$ cat config.mk
export PLATFORM = sky130hd
export DESIGN_NAME = proc_control_seq_flat
export DESIGN_NICKNAME = d
export VERILOG_FILES = /design/src/rtl/proc_control_seq_pkg.sv /design/src/rtl/proc_control_seq_if.sv /design/src/rtl/proc_control_seq_decode.sv /design/src/rtl/proc_control_seq.sv /design/src/flat_wrapper.sv
export SDC_FILE = /design/constraint.sdc
export NUM_CORES = 1
export LEC_CHECK = 0
export ABC_AREA = 1
export CAP_MARGIN = 20
export CORE_MARGIN = 2
export CORE_UTILIZATION = 54
export DETAILED_ROUTE_END_ITERATION = 6
export PLACE_DENSITY = 0.82
export SLEW_MARGIN = 10
export SYNTH_ARGS = -nofsm -noshare
export SYNTH_HDL_FRONTEND = slang
export SYNTH_HIERARCHICAL = 1
export SYNTH_SLANG_ARGS = --single-unit
$ cat constraint.sdc
create_clock -name clk -period 3.7 [get_ports clk]
set_clock_uncertainty 0.05 [all_clocks]
set_input_delay 0.555 -clock clk [delete_from_list [all_inputs] [get_ports clk]]
set_output_delay 0.555 -clock clk [all_outputs]
set_load 0.05 [all_outputs]
$ cat src/rtl/proc_control_seq_pkg.sv
// Shared definitions for the multi-cycle control sequencer: widths, opcodes,
// ALU operation codes, FSM states, instruction classes and the decoded
// instruction record passed from the decoder to the sequencer.
package proc_control_seq_pkg;

  localparam int unsigned XLEN  = 16;
  localparam int unsigned RA_W  = 3;
  localparam int unsigned OP_W  = 4;
  localparam int unsigned RET_W = 32;

  localparam logic [OP_W-1:0] OP_NOP  = 4'h0;
  localparam logic [OP_W-1:0] OP_ADD  = 4'h1;
  localparam logic [OP_W-1:0] OP_SUB  = 4'h2;
  localparam logic [OP_W-1:0] OP_AND  = 4'h3;
  localparam logic [OP_W-1:0] OP_OR   = 4'h4;
  localparam logic [OP_W-1:0] OP_XOR  = 4'h5;
  localparam logic [OP_W-1:0] OP_ADDI = 4'h6;
  localparam logic [OP_W-1:0] OP_LD   = 4'h7;
  localparam logic [OP_W-1:0] OP_ST   = 4'h8;
  localparam logic [OP_W-1:0] OP_BEQ  = 4'h9;
  localparam logic [OP_W-1:0] OP_JMP  = 4'hA;
  localparam logic [OP_W-1:0] OP_HALT = 4'hF;

  localparam logic [OP_W-1:0] ALU_ADD = 4'h1;
  localparam logic [OP_W-1:0] ALU_SUB = 4'h2;
  localparam logic [OP_W-1:0] ALU_AND = 4'h3;
  localparam logic [OP_W-1:0] ALU_OR  = 4'h4;
  localparam logic [OP_W-1:0] ALU_XOR = 4'h5;

  typedef enum logic [2:0] {
    S_FETCH, S_DECODE, S_EXECUTE, S_MEM, S_WB, S_HALT
  } state_e;

  // CL_NOP must stay the zero encoding so a cleared record decodes as NOP.
  typedef enum logic [2:0] {
    CL_NOP, CL_ALU, CL_LD, CL_ST, CL_BEQ, CL_JMP, CL_HALT, CL_ILL
  } cls_e;

  typedef struct packed {
    cls_e                cls;
    logic [RA_W-1:0]     ra1;
    logic [RA_W-1:0]     ra2;
    logic [RA_W-1:0]     wa;
    logic [XLEN-1:0]     imm;
    logic [OP_W-1:0]     alu_op;
    logic                alu_src_imm;
  } dec_t;

  function automatic logic [XLEN-1:0] sext6(input logic [5:0] v);
    return {{(XLEN-6){v[5]}}, v};
  endfunction

  function automatic logic [XLEN-1:0] sext12(input logic [11:0] v);
    return {{(XLEN-12){v[11]}}, v};
  endfunction

endpackage

$ cat src/rtl/proc_control_seq_if.sv
// Bus between the control sequencer and its memories / regfile+ALU datapath.
// master: sequencer side (drives requests, pc/ir, regfile and ALU controls).
// slave : memory/datapath side (drives acks, instruction word, alu_zero).
interface proc_control_seq_if;
  import proc_control_seq_pkg::*;

  logic              imem_req;
  logic [XLEN-1:0]   imem_addr;
  logic              imem_ack;
  logic [XLEN-1:0]   instr;
  logic              dmem_req;
  logic              dmem_we;
  logic              dmem_ack;
  logic              alu_zero;
  logic [XLEN-1:0]   pc;
  logic [XLEN-1:0]   ir;
  logic [RA_W-1:0]   read_addr1;
  logic [RA_W-1:0]   read_addr2;
  logic [RA_W-1:0]   write_addr;
  logic              write_enable;
  logic [OP_W-1:0]   alu_op;
  logic              alu_src_imm;
  logic [XLEN-1:0]   imm;
  logic              wb_sel;
  logic              halted;
  logic              fault;
  logic [RET_W-1:0]  retired;

  modport master (
    output imem_req, imem_addr, dmem_req, dmem_we, pc, ir,
           read_addr1, read_addr2, write_addr, write_enable,
           alu_op, alu_src_imm, imm, wb_sel, halted, fault, retired,
    input  imem_ack, instr, dmem_ack, alu_zero
  );

  modport slave (
    input  imem_req, imem_addr, dmem_req, dmem_we, pc, ir,
           read_addr1, read_addr2, write_addr, write_enable,
           alu_op, alu_src_imm, imm, wb_sel, halted, fault, retired,
    output imem_ack, instr, dmem_ack, alu_zero
  );

endinterface

$ cat src/rtl/proc_control_seq_decode.sv
// Combinational instruction decoder.
// Ports: instr_i - raw 16-bit instruction word
//        dec_o   - regfile addresses, sign-extended immediate, ALU controls,
//                  instruction class (CL_ILL for opcodes B-E)
module proc_control_seq_decode
  import proc_control_seq_pkg::*;
(
  input  logic [XLEN-1:0] instr_i,
  output dec_t            dec_o
);

  logic [OP_W-1:0] op_c;
  assign op_c = instr_i[15:12];

  always_comb begin
    dec_o             = '0;
    dec_o.cls         = CL_NOP;
    dec_o.ra1         = instr_i[8:6];
    dec_o.ra2         = instr_i[5:3];
    dec_o.wa          = instr_i[11:9];
    dec_o.imm         = sext6(instr_i[5:0]);
    dec_o.alu_op      = ALU_ADD;
    dec_o.alu_src_imm = 1'b0;
    case (op_c)
      OP_NOP:  dec_o.cls = CL_NOP;
      OP_ADD:  begin dec_o.cls = CL_ALU; dec_o.alu_op = ALU_ADD; end
      OP_SUB:  begin dec_o.cls = CL_ALU; dec_o.alu_op = ALU_SUB; end
      OP_AND:  begin dec_o.cls = CL_ALU; dec_o.alu_op = ALU_AND; end
      OP_OR:   begin dec_o.cls = CL_ALU; dec_o.alu_op = ALU_OR;  end
      OP_XOR:  begin dec_o.cls = CL_ALU; dec_o.alu_op = ALU_XOR; end
      OP_ADDI: begin dec_o.cls = CL_ALU; dec_o.alu_src_imm = 1'b1; end
      OP_LD:   begin dec_o.cls = CL_LD;  dec_o.alu_src_imm = 1'b1; end
      // Store data register sits in the rd field; route it to port 2.
      OP_ST:   begin dec_o.cls = CL_ST;  dec_o.alu_src_imm = 1'b1; dec_o.ra2 = instr_i[11:9]; end
      // BEQ compares ra/rb by subtraction; alu_zero reports equality.
      OP_BEQ:  begin
        dec_o.cls    = CL_BEQ;
        dec_o.alu_op = ALU_SUB;
        dec_o.ra1    = instr_i[11:9];
        dec_o.ra2    = instr_i[8:6];
      end
      OP_JMP:  begin dec_o.cls = CL_JMP; dec_o.imm = sext12(instr_i[11:0]); end
      OP_HALT: dec_o.cls = CL_HALT;
      default: dec_o.cls = CL_ILL;
    endcase
  end

endmodule

$ cat src/rtl/proc_control_seq.sv
// Multi-cycle FETCH/DECODE/EXECUTE/MEM/WB control sequencer for the 16-bit core.
// Owns pc, ir and the retired counter; all bus outputs are registered.
// Ports: clk   - clock, all logic on posedge
//        reset - synchronous, active-low
//        bus   - master side of proc_control_seq_if (memories + regfile/ALU)
module proc_control_seq
  import proc_control_seq_pkg::*;
#(
  parameter logic [XLEN-1:0] RESET_PC    = 16'h0000,
  // Consecutive unacknowledged request cycles before fault-halt; 0 disables.
  parameter int unsigned     MEM_TIMEOUT = 255
)(
  input  logic                    clk,
  input  logic                    reset,
  proc_control_seq_if.master      bus
);

  localparam int unsigned TO_W = 16;

  state_e            state_q, state_d;
  logic [XLEN-1:0]   pc_q, pc_d;
  logic [XLEN-1:0]   ir_q, ir_d;
  dec_t              dec_q, dec_d, dec_c;
  logic [RET_W-1:0]  retired_q, retired_d;
  logic              fault_q, fault_d;
  logic [TO_W-1:0]   to_cnt_q, to_cnt_d;
  logic              imem_req_q, dmem_req_q, dmem_we_q;
  logic              write_enable_q, wb_sel_q, halted_q;
  logic              to_hit_c;
  logic [XLEN-1:0]   pc_inc_c;

  proc_control_seq_decode u_decode (
    .instr_i (bus.instr),
    .dec_o   (dec_c)
  );

  assign pc_inc_c = pc_q + XLEN'(1);
  assign to_hit_c = (MEM_TIMEOUT != 0) && ((to_cnt_q + TO_W'(1)) == TO_W'(MEM_TIMEOUT));

  // Next-state logic; acks only count while our own request is registered high.
  always_comb begin
    state_d   = state_q;
    pc_d      = pc_q;
    ir_d      = ir_q;
    dec_d     = dec_q;
    retired_d = retired_q;
    fault_d   = fault_q;
    to_cnt_d  = to_cnt_q;
    unique case (state_q)
      S_FETCH: begin
        if (imem_req_q) begin
          if (bus.imem_ack) begin
            ir_d     = bus.instr;
            dec_d    = dec_c;
            to_cnt_d = '0;
            state_d  = S_DECODE;
          end else if (to_hit_c) begin
            fault_d  = 1'b1;
            to_cnt_d = '0;
            state_d  = S_HALT;
          end else begin
            to_cnt_d = to_cnt_q + TO_W'(1);
          end
        end
      end
      S_DECODE: begin
        case (dec_q.cls)
          CL_NOP:  begin pc_d = pc_inc_c; retired_d = retired_q + RET_W'(1); state_d = S_FETCH; end
          CL_HALT: begin retired_d = retired_q + RET_W'(1); state_d = S_HALT; end
          CL_ILL:  begin fault_d = 1'b1; state_d = S_HALT; end
          default: state_d = S_EXECUTE;
        endcase
      end
      S_EXECUTE: begin
        case (dec_q.cls)
          CL_ALU:         state_d = S_WB;
          CL_LD, CL_ST:   state_d = S_MEM;
          CL_BEQ: begin
            pc_d      = pc_inc_c + (bus.alu_zero ? dec_q.imm : XLEN'(0));
            retired_d = retired_q + RET_W'(1);
            state_d   = S_FETCH;
          end
          CL_JMP: begin
            pc_d      = pc_inc_c + dec_q.imm;
            retired_d = retired_q + RET_W'(1);
            state_d   = S_FETCH;
          end
          default: begin fault_d = 1'b1; state_d = S_HALT; end
        endcase
      end
      S_MEM: begin
        if (bus.dmem_ack) begin
          to_cnt_d = '0;
          if (dec_q.cls == CL_ST) begin
            pc_d      = pc_inc_c;
            retired_d = retired_q + RET_W'(1);
            state_d   = S_FETCH;
          end else begin
            state_d = S_WB;
          end
        end else if (to_hit_c) begin
          fault_d  = 1'b1;
          to_cnt_d = '0;
          state_d  = S_HALT;
        end else begin
          to_cnt_d = to_cnt_q + TO_W'(1);
        end
      end
      S_WB: begin
        pc_d      = pc_inc_c;
        retired_d = retired_q + RET_W'(1);
        state_d   = S_FETCH;
      end
      S_HALT:  state_d = S_HALT;
      default: state_d = S_HALT;
    endcase
  end

  // State and output registers; strobes are decoded from the next state so
  // they are valid for exactly the cycles spent in the matching state.
  always_ff @(posedge clk) begin
    if (!reset) begin
      state_q        <= S_FETCH;
      pc_q           <= RESET_PC;
      ir_q           <= '0;
      dec_q          <= '0;
      retired_q      <= '0;
      fault_q        <= 1'b0;
      to_cnt_q       <= '0;
      imem_req_q     <= 1'b0;
      dmem_req_q     <= 1'b0;
      dmem_we_q      <= 1'b0;
      write_enable_q <= 1'b0;
      wb_sel_q       <= 1'b0;
      halted_q       <= 1'b0;
    end else begin
      state_q        <= state_d;
      pc_q           <= pc_d;
      ir_q           <= ir_d;
      dec_q          <= dec_d;
      retired_q      <= retired_d;
      fault_q        <= fault_d;
      to_cnt_q       <= to_cnt_d;
      imem_req_q     <= (state_d == S_FETCH);
      dmem_req_q     <= (state_d == S_MEM);
      dmem_we_q      <= (state_d == S_MEM) && (dec_d.cls == CL_ST);
      write_enable_q <= (state_d == S_WB);
      wb_sel_q       <= (state_d == S_WB) && (dec_d.cls == CL_LD);
      halted_q       <= (state_d == S_HALT);
    end
  end

  assign bus.imem_req     = imem_req_q;
  assign bus.imem_addr    = pc_q;
  assign bus.dmem_req     = dmem_req_q;
  assign bus.dmem_we      = dmem_we_q;
  assign bus.pc           = pc_q;
  assign bus.ir           = ir_q;
  assign bus.read_addr1   = dec_q.ra1;
  assign bus.read_addr2   = dec_q.ra2;
  assign bus.write_addr   = dec_q.wa;
  assign bus.write_enable = write_enable_q;
  assign bus.alu_op       = dec_q.alu_op;
  assign bus.alu_src_imm  = dec_q.alu_src_imm;
  assign bus.imm          = dec_q.imm;
  assign bus.wb_sel       = wb_sel_q;
  assign bus.halted       = halted_q;
  assign bus.fault        = fault_q;
  assign bus.retired      = retired_q;

endmodule

$ cat src/flat_wrapper.sv
// flat-port wrapper written by rule: the top's interface ports become plain ports
module proc_control_seq_flat import proc_control_seq_pkg::*;
#(
  parameter logic [XLEN-1:0] RESET_PC    = 16'h0000,
                                                                             
  parameter int unsigned     MEM_TIMEOUT = 255
)
  (clk, reset, bus_imem_req, bus_imem_addr, bus_dmem_req, bus_dmem_we, bus_pc, bus_ir, bus_read_addr1, bus_read_addr2, bus_write_addr, bus_write_enable, bus_alu_op, bus_alu_src_imm, bus_imm, bus_wb_sel, bus_halted, bus_fault, bus_retired, bus_imem_ack, bus_instr, bus_dmem_ack, bus_alu_zero);
  proc_control_seq_if bus_i ();
  input  logic clk;
  input  logic reset;
  output wire logic [$bits(bus_i.imem_req)-1:0] bus_imem_req;
  output wire logic [$bits(bus_i.imem_addr)-1:0] bus_imem_addr;
  output wire logic [$bits(bus_i.dmem_req)-1:0] bus_dmem_req;
  output wire logic [$bits(bus_i.dmem_we)-1:0] bus_dmem_we;
  output wire logic [$bits(bus_i.pc)-1:0] bus_pc;
  output wire logic [$bits(bus_i.ir)-1:0] bus_ir;
  output wire logic [$bits(bus_i.read_addr1)-1:0] bus_read_addr1;
  output wire logic [$bits(bus_i.read_addr2)-1:0] bus_read_addr2;
  output wire logic [$bits(bus_i.write_addr)-1:0] bus_write_addr;
  output wire logic [$bits(bus_i.write_enable)-1:0] bus_write_enable;
  output wire logic [$bits(bus_i.alu_op)-1:0] bus_alu_op;
  output wire logic [$bits(bus_i.alu_src_imm)-1:0] bus_alu_src_imm;
  output wire logic [$bits(bus_i.imm)-1:0] bus_imm;
  output wire logic [$bits(bus_i.wb_sel)-1:0] bus_wb_sel;
  output wire logic [$bits(bus_i.halted)-1:0] bus_halted;
  output wire logic [$bits(bus_i.fault)-1:0] bus_fault;
  output wire logic [$bits(bus_i.retired)-1:0] bus_retired;
  input wire logic [$bits(bus_i.imem_ack)-1:0] bus_imem_ack;
  input wire logic [$bits(bus_i.instr)-1:0] bus_instr;
  input wire logic [$bits(bus_i.dmem_ack)-1:0] bus_dmem_ack;
  input wire logic [$bits(bus_i.alu_zero)-1:0] bus_alu_zero;
  assign bus_imem_req = bus_i.imem_req;
  assign bus_imem_addr = bus_i.imem_addr;
  assign bus_dmem_req = bus_i.dmem_req;
  assign bus_dmem_we = bus_i.dmem_we;
  assign bus_pc = bus_i.pc;
  assign bus_ir = bus_i.ir;
  assign bus_read_addr1 = bus_i.read_addr1;
  assign bus_read_addr2 = bus_i.read_addr2;
  assign bus_write_addr = bus_i.write_addr;
  assign bus_write_enable = bus_i.write_enable;
  assign bus_alu_op = bus_i.alu_op;
  assign bus_alu_src_imm = bus_i.alu_src_imm;
  assign bus_imm = bus_i.imm;
  assign bus_wb_sel = bus_i.wb_sel;
  assign bus_halted = bus_i.halted;
  assign bus_fault = bus_i.fault;
  assign bus_retired = bus_i.retired;
  assign bus_i.imem_ack = bus_imem_ack;
  assign bus_i.instr = bus_instr;
  assign bus_i.dmem_ack = bus_dmem_ack;
  assign bus_i.alu_zero = bus_alu_zero;
  proc_control_seq #(.RESET_PC(RESET_PC), .MEM_TIMEOUT(MEM_TIMEOUT)) u_core (.clk(clk), .reset(reset), .bus(bus_i));
endmodule
==> metrics <==
wire length per cell 13.98 um; crit start category register; CTS resizes 0; placed cell areas 8752 um^2; synthesized area 7692 um^2; first-pass GRT wire length 32.26 mm; number of enable flip-flop cells after synthesis 0; Overall Global Routing Usage 26.58%; FMAX 308.5 MHz; vias in the first global route 6777; cell mode on critical path nand2_1; CTS tree yes; Hold Vio Cnt, Final 0; htree depth 4; DP HPWL 14.37 mm; most common cell after layout, fill and taps aside nand2_1; largest net degree at the start of global routing 67; Die X 123.4 um; Mapped Avg Cell Area 6.563 um^2; Leak 3.745 nW; core footprint 13880 um^2; initial antenna violation count 0; cell taking the most area after synthesis dfxtp_1; Initial Utilization 55.42%; # Max-Cap Violations 0; Syn Nets 1213; clk sinks 123; Pre-antenna DRT Iters 5; share of layout cells above drive strength 1 6.454%; post-route cell area 9345 um^2; CP Max Fanout 5; ANT nets after route 0; Seq/Total Area, Yosys 32.01%; Max rail drop VDD 0.2950 mV; clock root cell clkbuf_16; DRT iter0 DRCs 664; synth warn 6; critical path capture point type register; Hold WC Path Type register to register; clk slew on worst S/H paths 60 ps; DR DRC count 0; critical path, cell by cell ha_1 > nand3_1 > nor3_1 > nand4_1 > nor2_1 > xor2_1 > ha_1 > a21oi_1 > nand2_1 > nor2_1 > nand2_1 > a21oi_1 > o21ai_0 > nand2_1 > nand2_1 > o21ai_0 > inv_1; #FFs+latches synth 123; final wirelength 20.06 mm; critical path required time 3960 ps; minimum clock period 3242 ps; area grow syn2layout 21.49%; Final Cycle Share 87.62%; CTS Buffer Depth 2; die height 123.4 um; Mapped Cells 1172; worst path bufs/invs 1; FP Rows 43; Post-Place Worst Slack 461.9 ps; Yosys cell types 48; setup ws final 458.0 ps; CP arrival 3500 ps; # setup viols final 0; crit-path max cell delay 450 ps; largest delay contributor family on the critical path simple AND/OR/NAND/NOR gates; Post-CTS Hold Buffers 0; nets 1283; top post-synthesis cells by area dfxtp_1, nand2_1, nor2_1; post-CTS setup buffer count 0; total CTS buffers 17; Vias 7711; most frequent cells in the layout nand2_1, nor2_1, clkdlybuf4s50_1; Skew-Pair Late Insertion Delay 420 ps; prevailing post-synth register cell dfxtp_1; RePlAce Congestion 0.9082; grt ovf 0; share of Yosys cell area claimed by the top area cell type 32.01%; utilization after layout 67.32%; Vias/cell 5.374; Worst-Margin Slew 626.6 ps; RSZ-0062 raised after global routing no; fin. max-slew vios 0; ANT cells 0; Slew headroom 57.15%; Post-synth ARST share 0%; port bufs 137; P per Cell Area 432.3 nW/um^2; setup TNS 0 ps; outcome completed; crit path kind register to register; io pins 138; Die ar. 15220 um^2; Slowest cell on crit path nor3_1; Fillers 1230
area by class of cell:
cell class                 instances  area, um^2  share of cell area [%]
tap                              180       225.2                   2.410
multi-input combinational        822        4143                   44.33
timing repair buffer             144        1419                   15.18
clock inverter                    13       140.1                   1.500
sequential                       123        2462                   26.35
inverter                         134       503.0                   5.382
clock buffer                      19       452.9                   4.847
sequential cells by signal, summed over array words and instances, names as in the netlist, 4 cells and up:
register              flops
u_core/bus.alu_op         4
u_core/bus.imem_addr     16
u_core/bus.imm           16
u_core/bus.ir            16
u_core/bus.retired       32
u_core/to_cnt_q          16
path summary, 6_finish.rpt:
| kind | from | to | slack [ps] | cells past startpoint |
|---|---|---|---|---|
| setup reg to reg | u_core/bus.imem_addr[1]$_SDFFE_PN0P_ | u_core/bus.imem_addr[15]$_SDFFE_PN0P_ | 460 | 17 |
| hold / removal | u_core/to_cnt_q[15]$_SDFFE_PN0P_ | u_core/to_cnt_q[15]$_SDFFE_PN0P_ | 430 | 2 |
| setup / recovery | u_core/bus.imem_addr[1]$_SDFFE_PN0P_ | u_core/bus.imem_addr[15]$_SDFFE_PN0P_ | 460 | 17 |
| hold reg to reg | u_core/to_cnt_q[15]$_SDFFE_PN0P_ | u_core/to_cnt_q[15]$_SDFFE_PN0P_ | 430 | 2 |
cells in the mapped netlist (10+ instances only):
cell type    n
dfxtp_1    123
nor3_1      34
o21ai_0     84
o21ai_1     10
ha_1        19
nand2_1    229
nand3_1     73
a21oi_1     85
xnor2_1     12
clkbuf_1    27
inv_2       15
buf_4       59
nor2_1     164
xor2_1      26
inv_1      115
nand4_1     23
metal layers:
layer | share of wire [%] | GRT usage [%]
met3 | 6.9 | 6.319
met2 | 46 | 42.14
met5 | 0 | 0
met4 | 1.3 | 7.386
met1 | 46 | 36.09
cell families after synthesis:
kind of cell               count (synthesis)  share of synthesized area, %
buffers and inverters                    227                         14.13
other                                      1                       0.04875
xor gates and xnor gates                  38                         4.327
and+or+nand+nor                          561                         32.08
DFF                                      123                         32.01
adders and majority gates                 20                         3.351
AOI/OAI and AO/OA                        202                         14.05
power by group:
| group | leakage [nW] | internal [mW] | total (mW) | switching (mW) |
|---|---|---|---|---|
| logic | 2.46 | 0.279 | 0.909 | 0.630 |
| clock network | 0.282 | 1.03 | 1.66 | 0.635 |
| registers | 1.00 | 1.40 | 1.47 | 0.0656 |
| total | 3.75 | 2.71 | 4.04 | 1.33 |
through the flow:
step	std cells	hold slack [ps]	power, mW
after floorplan	1172	394.8	2.178
after global placement	1403	410.3	2.388
after detailed placement	1403	419.6	2.395
after CTS	1435	431.5	4.058
after global routing	1435	459.5	4.198
final	1435	430.9	4.040
worst register-to-register path, delay by kind of cell, from the launching register on:
| family | cells | cell delay [ps] |
|---|---|---|
| AOI/OAI and AO/OA | 4 | 560 |
| xor gates and xnor gates | 1 | 220 |
| buffers and inverters | 1 | 60 |
| DFF | 1 | 400 |
| and+or+nand+nor | 9 | 1320 |
| adders and majority gates | 2 | 520 |
Power figures use the tool's default switching activity.
